<file path="config.mk">
export PLATFORM = sky130hd
export DESIGN_NAME = alu_stream
export DESIGN_NICKNAME = d
export VERILOG_FILES = /design/src/rtl/alu_stream.sv
export SDC_FILE = /design/constraint.sdc
export NUM_CORES = 1
export LEC_CHECK = 0
export CAP_MARGIN = 20
export CORE_MARGIN = 8
export CORE_UTILIZATION = 52
export CTS_CLUSTER_SIZE = 30
export DETAILED_ROUTE_END_ITERATION = 8
export GPL_ROUTABILITY_DRIVEN = 1
export GPL_TIMING_DRIVEN = 0
export HOLD_SLACK_MARGIN = 0.08
export PLACE_DENSITY = 0.81
export REMOVE_ABC_BUFFERS = 1
export SETUP_SLACK_MARGIN = 0.15
export SLEW_MARGIN = 20
export SYNTH_ARGS = -nofsm -noshare
export SYNTH_HDL_FRONTEND = slang
export SYNTH_SLANG_ARGS = --single-unit
</file>
<file path="constraint.sdc">
create_clock -name clk -period 3.4 [get_ports clk]
set_clock_uncertainty 0.15 [all_clocks]
set_input_delay 0.68 -clock clk [delete_from_list [all_inputs] [get_ports clk]]
set_output_delay 0.68 -clock clk [all_outputs]
set_load 0.1 [all_outputs]
</file>
<file path="src/rtl/alu_stream.sv">
// Registered 8-function ALU with a valid/ready stream interface, status flags,
// a sticky overflow bit and an accumulator that can stand in for operand A.
module alu_stream #(
  parameter int unsigned WIDTH      = 6,
  parameter bit          SIGNED_CMP = 1'b1
) (
  input  logic             clk,
  input  logic             reset,
  input  logic             in_valid,
  output logic             in_ready,
  input  logic [WIDTH-1:0] A,
  input  logic [WIDTH-1:0] B,
  input  logic [2:0]       fxn,
  input  logic             use_acc,
  input  logic             clr_sticky,
  output logic             out_valid,
  input  logic             out_ready,
  output logic [WIDTH-1:0] X,
  output logic             zero,
  output logic             neg,
  output logic             carry,
  output logic             ovf,
  output logic             ovf_sticky
);

  localparam logic [WIDTH-1:0] MinNeg = {1'b1, {(WIDTH-1){1'b0}}};

  logic [WIDTH-1:0] acc_q;
  logic [WIDTH-1:0] opa;
  logic [WIDTH:0]   sum;
  logic [WIDTH:0]   diff;
  logic             lt;
  logic             accept;
  logic [WIDTH-1:0] res_x;
  logic             res_c;
  logic             res_v;

  assign in_ready = !out_valid | out_ready;
  assign accept   = in_valid & in_ready;
  assign opa      = use_acc ? acc_q : A;
  assign sum      = {1'b0, opa} + {1'b0, B};
  // Top bit of the extended difference is the unsigned borrow.
  assign diff     = {1'b0, opa} - {1'b0, B};
  assign lt       = SIGNED_CMP ? ($signed(opa) < $signed(B)) : (opa < B);

  always_comb begin
    res_x = opa;
    res_c = 1'b0;
    res_v = 1'b0;
    unique case (fxn)
      3'b000: res_x = opa;
      3'b001: res_x = B;
      3'b010: begin
        res_x = -opa;
        res_v = (opa == MinNeg);
      end
      3'b011: begin
        res_x = -B;
        res_v = (B == MinNeg);
      end
      3'b100: res_x = {{(WIDTH-1){1'b0}}, lt};
      3'b101: res_x = ~(opa ^ B);
      3'b110: begin
        res_x = sum[WIDTH-1:0];
        res_c = sum[WIDTH];
        res_v = (opa[WIDTH-1] == B[WIDTH-1]) && (sum[WIDTH-1] != opa[WIDTH-1]);
      end
      3'b111: begin
        res_x = diff[WIDTH-1:0];
        res_c = diff[WIDTH];
        res_v = (opa[WIDTH-1] != B[WIDTH-1]) && (diff[WIDTH-1] != opa[WIDTH-1]);
      end
      default: ;
    endcase
  end

  always_ff @(posedge clk or posedge reset) begin
    if (reset) begin
      out_valid  <= 1'b0;
      X          <= '0;
      zero       <= 1'b1;
      neg        <= 1'b0;
      carry      <= 1'b0;
      ovf        <= 1'b0;
      ovf_sticky <= 1'b0;
      acc_q      <= '0;
    end else begin
      if (accept) begin
        out_valid <= 1'b1;
        X         <= res_x;
        zero      <= (res_x == '0);
        neg       <= res_x[WIDTH-1];
        carry     <= res_c;
        ovf       <= res_v;
        acc_q     <= res_x;
      end else if (out_ready) begin
        out_valid <= 1'b0;
      end
      // A simultaneous set beats the clear.
      if (accept && res_v) begin
        ovf_sticky <= 1'b1;
      end else if (clr_sticky) begin
        ovf_sticky <= 1'b0;
      end
    end
  end

endmodule

</file>
### After elaboration in Yosys (flattened, before gate mapping)

Cells that the tools add are included.

| storage, ports and cells | value |
|---|---|
| bits in registers | 12 |
| bits in latches | 0 |
| RAM bits | 0 |
| bits in read-only memories | 0 |
| input port bits | 21 |
| output and inout port bits | 13 |
| memories kept | 0 |

| operators by class | value |
|---|---|
| add/sub/neg operators | 4 |
| $mul | 0 |
| div/mod/pow operators | 0 |
| order comparisons | 1 |
| equality and inequality tests | 13 |
| shifts and indexed selects | 0 |
| multiplexer cells | 8 |
| bitwise gates (word level) | 4 |
| reduce and logical (&&, ||, !) cells | 8 |

Operators with widths:

| operator | number |
|---|---|
| $pmux 6 s8 | 1 |
| $eq 3x3->1 const B | 4 |
| $eq 6x6->1 const B | 2 |
| $neg 6->6 | 2 |
| $add 6x6->7 | 1 |
| $sub 6x6->7 | 1 |
| $eq 3x2->1 const B | 2 |
| $logic_not 6->1 | 1 |
| $lt 6x6->1 | 1 |
| $mux 6 | 1 |
| $not 6->6 | 1 |
| $xor 6x6->6 | 1 |
| $mux 1 | 4 |
| $pmux 1 s4 | 1 |
| $reduce_bool 2->1 | 2 |
| $eq 3x1->1 const B | 1 |
| $logic_and 1x1->1 | 3 |
| $logic_not 3->1 | 1 |
| $ne 1x1->1 | 3 |
| $pmux 1 s2 | 1 |
| $and 1x1->1 | 1 |
| $eq 1x1->1 | 1 |
| $logic_not 1->1 | 1 |
| $or 1x1->1 | 1 |

### Logic depth before layout (Yosys ltp)

| depth | value |
|---|---|
| depth after elaboration | 7 |
| gate-level depth with buffers | 13 |

### Worst setup path before layout

Ideal clock, no wire load.

| timing path | value |
|---|---|
| kind | register to register |
| start point | reg acc_q[0] |
| end point | reg zero |
| library setup time | 0.080 ns |
| arrival time | 3.129 ns |
| required time | 3.170 ns |
| path slack | 0.041 ns |
| cell stages (with the launch flop) | 13 |
| clock period less this slack | 3.359 ns |
| cells stage by stage | dfrtp_1 > mux2_2 > inv_1 > ha_1 > inv_1 > fa_1 > nand2_1 > o21bai_4 > a21o_1 > or4_1 > a31oi_1 > nor4_1 > a32o_1 |

| on the way | value |
|---|---|
| word-level cells in the longest chain between the ends | 5 |
| elaborated cells between the ends (all ways) | 9 |

RTL lines:

| item | RTL line | RTL |
|---|---|---|
| from (decl) | 28 | `logic [WIDTH-1:0] acc_q;` |
| from (signal assigned) | 95 | `acc_q <= res_x;` |
| $mux 6 * | 40 | `assign opa = use_acc ? acc_q : A;` |
| branches (longest 2 deep; another with $sub 6x6->7) | n/a |  |
| $pmux 6 s8 * | 50 | `unique case (fxn)` |
| $logic_not 6->1 * | 91 | `zero <= (res_x == '0);` |
| to (signal assigned) | 91 |  |
| to (decl) | 19 | `output logic zero,` |

Mark *: on every way between the ends.
A chain may end at the register's enable or synchronous reset.

### Worst setup path after layout

| timing path | value |
|---|---|
| start point | in use_acc |
| end point | reg zero |

| on the way | value |
|---|---|
| word-level cells in the longest chain between the ends | 5 |
| elaborated cells between the ends (all ways) | 9 |

RTL lines:

| item | RTL line | RTL |
|---|---|---|
| from (decl) | 14 | `input logic use_acc,` |
| $mux 6 * | 40 |  |
| branches (longest 2 deep; another with $sub 6x6->7) | n/a |  |
| $pmux 6 s8 * | 50 |  |
| $logic_not 6->1 * | 91 |  |

Marked as above.

==> impl_results.md <==
- Worst Reg2Reg Path Length in Cells: 12
- Routed WL: between 4000 and 5000 um
- CP Capture Type: flop
- Status: finished, final reports clean
- Nature of the critical path startpoint: input port
- Antenna cells: 0
- Initial antenna violation count: 0
- Setup violations, final: 0
- Cell count after synthesis: between 200 and 250
- I/O pins: 34
- Core Util, Final: 68.9%
- Router iterations before antenna repair: 4
- Die area: slightly above 5000 um^2
- Die span in y: between 70 and 80 um
- # DRC: 0
- Crit path max fanout: 12
- Cell Rows: 20
- WP data arrival: between 3 and 4 ns
- Fill count: 244
- Ys async rst share: 100%
- Clock Tree Root: clkbuf_4
- Hold Path Stages: 1
- WL/cell: 17.1 um
- Number of synthesized flops with an enable pin: 0
- Vias: about 1.6k
- Max Root-Sink Buffers: 2
- VDD IR max: 0.379 mV
- Clock transition at path regs: approximately 0.070 ns
- P&R area growth vs syn: 29.2%
- RePlAce Congestion: about 0.88
- Max-cap violations: 0
- R2R Setup Slk: roughly 0.5 ns
- TNS Setup: 0 ns
- Syn. warnings: 0
- Hold Vio Cnt, Final: 0
- Initial Utilization: a little over half
- CTS buffer count: 3
- HP Class: flop to flop
- Tmin final: about 3.3 ns
- Dpl hpwl: 3350 um
- GRT overflow: 0
- HP Start: ovf_sticky
- IO buf count: 33
- ANT nets after route: 0
- Synth Cell Area: roughly 1600 um^2
- Synthesis-stage register bit count: 11
- Nets@finish: between 200 and 300
- Fin. max-slew vios: 0
- Critical R2R Launch: acc_q[0]
- WP data required: about 3.5 ns
- Die width: 71.3 um
- Dpl cell area: 1900 um^2
- Worst-Margin Slew: approximately 1.1 ns
- H-tree depth: 1
- Share of layout cells above drive strength 1: 15.7%
- Slew Limit Headroom: roughly 29%
- Cell area after layout: 2050 um^2
- GRT Overall Usage: roughly 18%
- Final Cycle Share: ~96%
- Pin count of the biggest net entering global routing: 31
- Reg2reg end: zero
- First-pass GRT wire length: about 7400 um
- Sequential-to-total area share from yosys stat: between 15 and 20%
- Vias in the first global route: around 1.6k
- Pwr Density: around 450 nW/um^2
- Synth unique cells: between 50 and 60
- Tot Pwr: around 900 uW
- Leakage: roughly 0.00089 uW
- Core ar.: 2980 um^2
- Clock sinks: 11
- Unrepaired setup endpoints after global routing: true
- Ys flop type: dfrtp_1
- Clock Latency Late Sink: approximately 0.27 ns
- Synthesized area per cell: approximately 7.9 um^2
- Cts hold-fix bufs: 0
- Via density: 6.19
- Critical path class: input port to flop
- DRT iter0 DRCs: roughly 110
- Hold endpoint: ovf_sticky
- Fmax: 307 MHz
- CTS tree: done
-- layer usage --
layer / wire length, um / track usage, % / vias to the layer above
li1: - / - / 798
met1: 2020 / 22.8 / 765
met2: 2170 / 29.1 / 52
met3: 226 / 3.35 / 8
met4: 66 / 4.85 / 0
met5: 0 / 0 / -
-- registers in the layout, summed over array words and instances, names as in the netlist --
name	count
ovf	1
ovf_sticky	1
out_valid	1
zero	1
neg	1
acc_q	5
carry	1
-- cell type report --
cell class	count	area (um^2)	share of cell area (%)
inverters	19	71.3	3.48
repair buffers	36	353	17.2
well taps	33	41.3	2.01
clock buffers	4	26.3	1.28
multi-input cells	159	1280	62.5
flip-flops and latches	11	277	13.5
-- cell usage in the layout, fill, tap and decap left out, types with 2 or more instances in the layout --
cell type / count
mux2i_1: 5
a21oi_1: 10
o21ai_0: 8
clkbuf_4: 3
dlymetal6s2s_1: 3
a21o_1: 6
o2bb2ai_1: 2
a311oi_2: 2
o22ai_1: 3
nor3b_1: 2
inv_2: 2
nand2b_1: 6
dlygate4sd2_1: 2
mux2_4: 2
a31oi_1: 3
mux2_2: 4
nor2b_1: 3
a32oi_1: 2
o21ai_2: 2
buf_4: 3
nand2_1: 11
nor2_1: 15
o311ai_0: 2
nor3_1: 6
inv_1: 16
and2_1: 3
ha_1: 13
clkdlybuf4s50_1: 27
nand3_1: 5
nand4_1: 4
or3_1: 2
dfrtp_1: 10
xnor2_1: 7
-- critical path: stages --
cell and delay (ns):
buf_2 0.27, mux2_4 0.35, inv_2 0.06, ha_2 0.17, inv_1 0.06, fa_2 0.36
nand2_2 0.09, o21bai_4 0.06, a21o_1 0.17, or4_4 0.43, a31oi_4 0.25, nor4_4 0.08
a32o_2 0.27
-- synth_stat cells (3+ instances only) --
cell type  number  area share, %
inv_1          18            4.3
nor2_1         15            3.5
ha_1           14             11
nand2_1        12            2.8
a21oi_1        10            3.2
dfrtp_1        10             16
o21ai_0         9            2.8
nor3_1          7            2.2
xnor2_1         7            3.9
a21o_1          6            2.8
mux2_2          6            4.3
mux2i_1         6            3.8
nand2b_1        6            2.4
nand3_1         5            1.6
a31oi_1         4            1.6
buf_2           4            1.3
nand4_1         4            1.6
and2_1          3            1.2
buf_1           3           0.71
clkbuf_1        3           0.71
nor2b_1         3            1.2
o22ai_1         3            1.2
-- through the flow --
stage | instances | hold WS (ns) | setup slack, ns
finish | 262 | 0.325 | 0.146
global route | 262 | 0.351 | 0.0705
CTS | 261 | 0.331 | 0.130
detailed placement | 255 | 0.315 | -0.901
global placement | 255 | 0.310 | -0.878
floorplan | 189 | 0.382 | -0.0567
-- worst max path at each step --
stage                        from  depth (start not counted)   end
after floorplan               neg                          7  zero
final                     use_acc                         13  zero
after global placement    use_acc                         13  zero
after CTS                    A[0]                         10  zero
after detailed placement  use_acc                         13  zero
after global routing      use_acc                         13  zero
-- power by group --
part / switching [uW] / internal, uW
combinational: 429 / 228
clock: 43.5 / 45.5
sequential: 24.8 / 154
total: 497 / 428
-- cell families (layout without fill, tap and decap cells) --
kind of cell,count (synthesis),count (layout),synth area share (%)
AOI/OAI and AO/OA,59,59,27.9
xor gates and xnor gates,8,8,4.41
adders and majority gates,16,16,13.6
buffers and inverters,31,59,8.12
DFF,11,11,17.4
muxes,12,12,8.04
and+or+nand+nor,64,64,20.6
-- repair_timing --
action | CTS | global route
endpoints found under the setup margin | 11 | 6
cloned | 0 | 0
gates resized for setup | 18 | 15
pin swaps | 4 | 5
setup buffers | 2 | 1
Note: power is estimated with default switching activity, not from simulation.
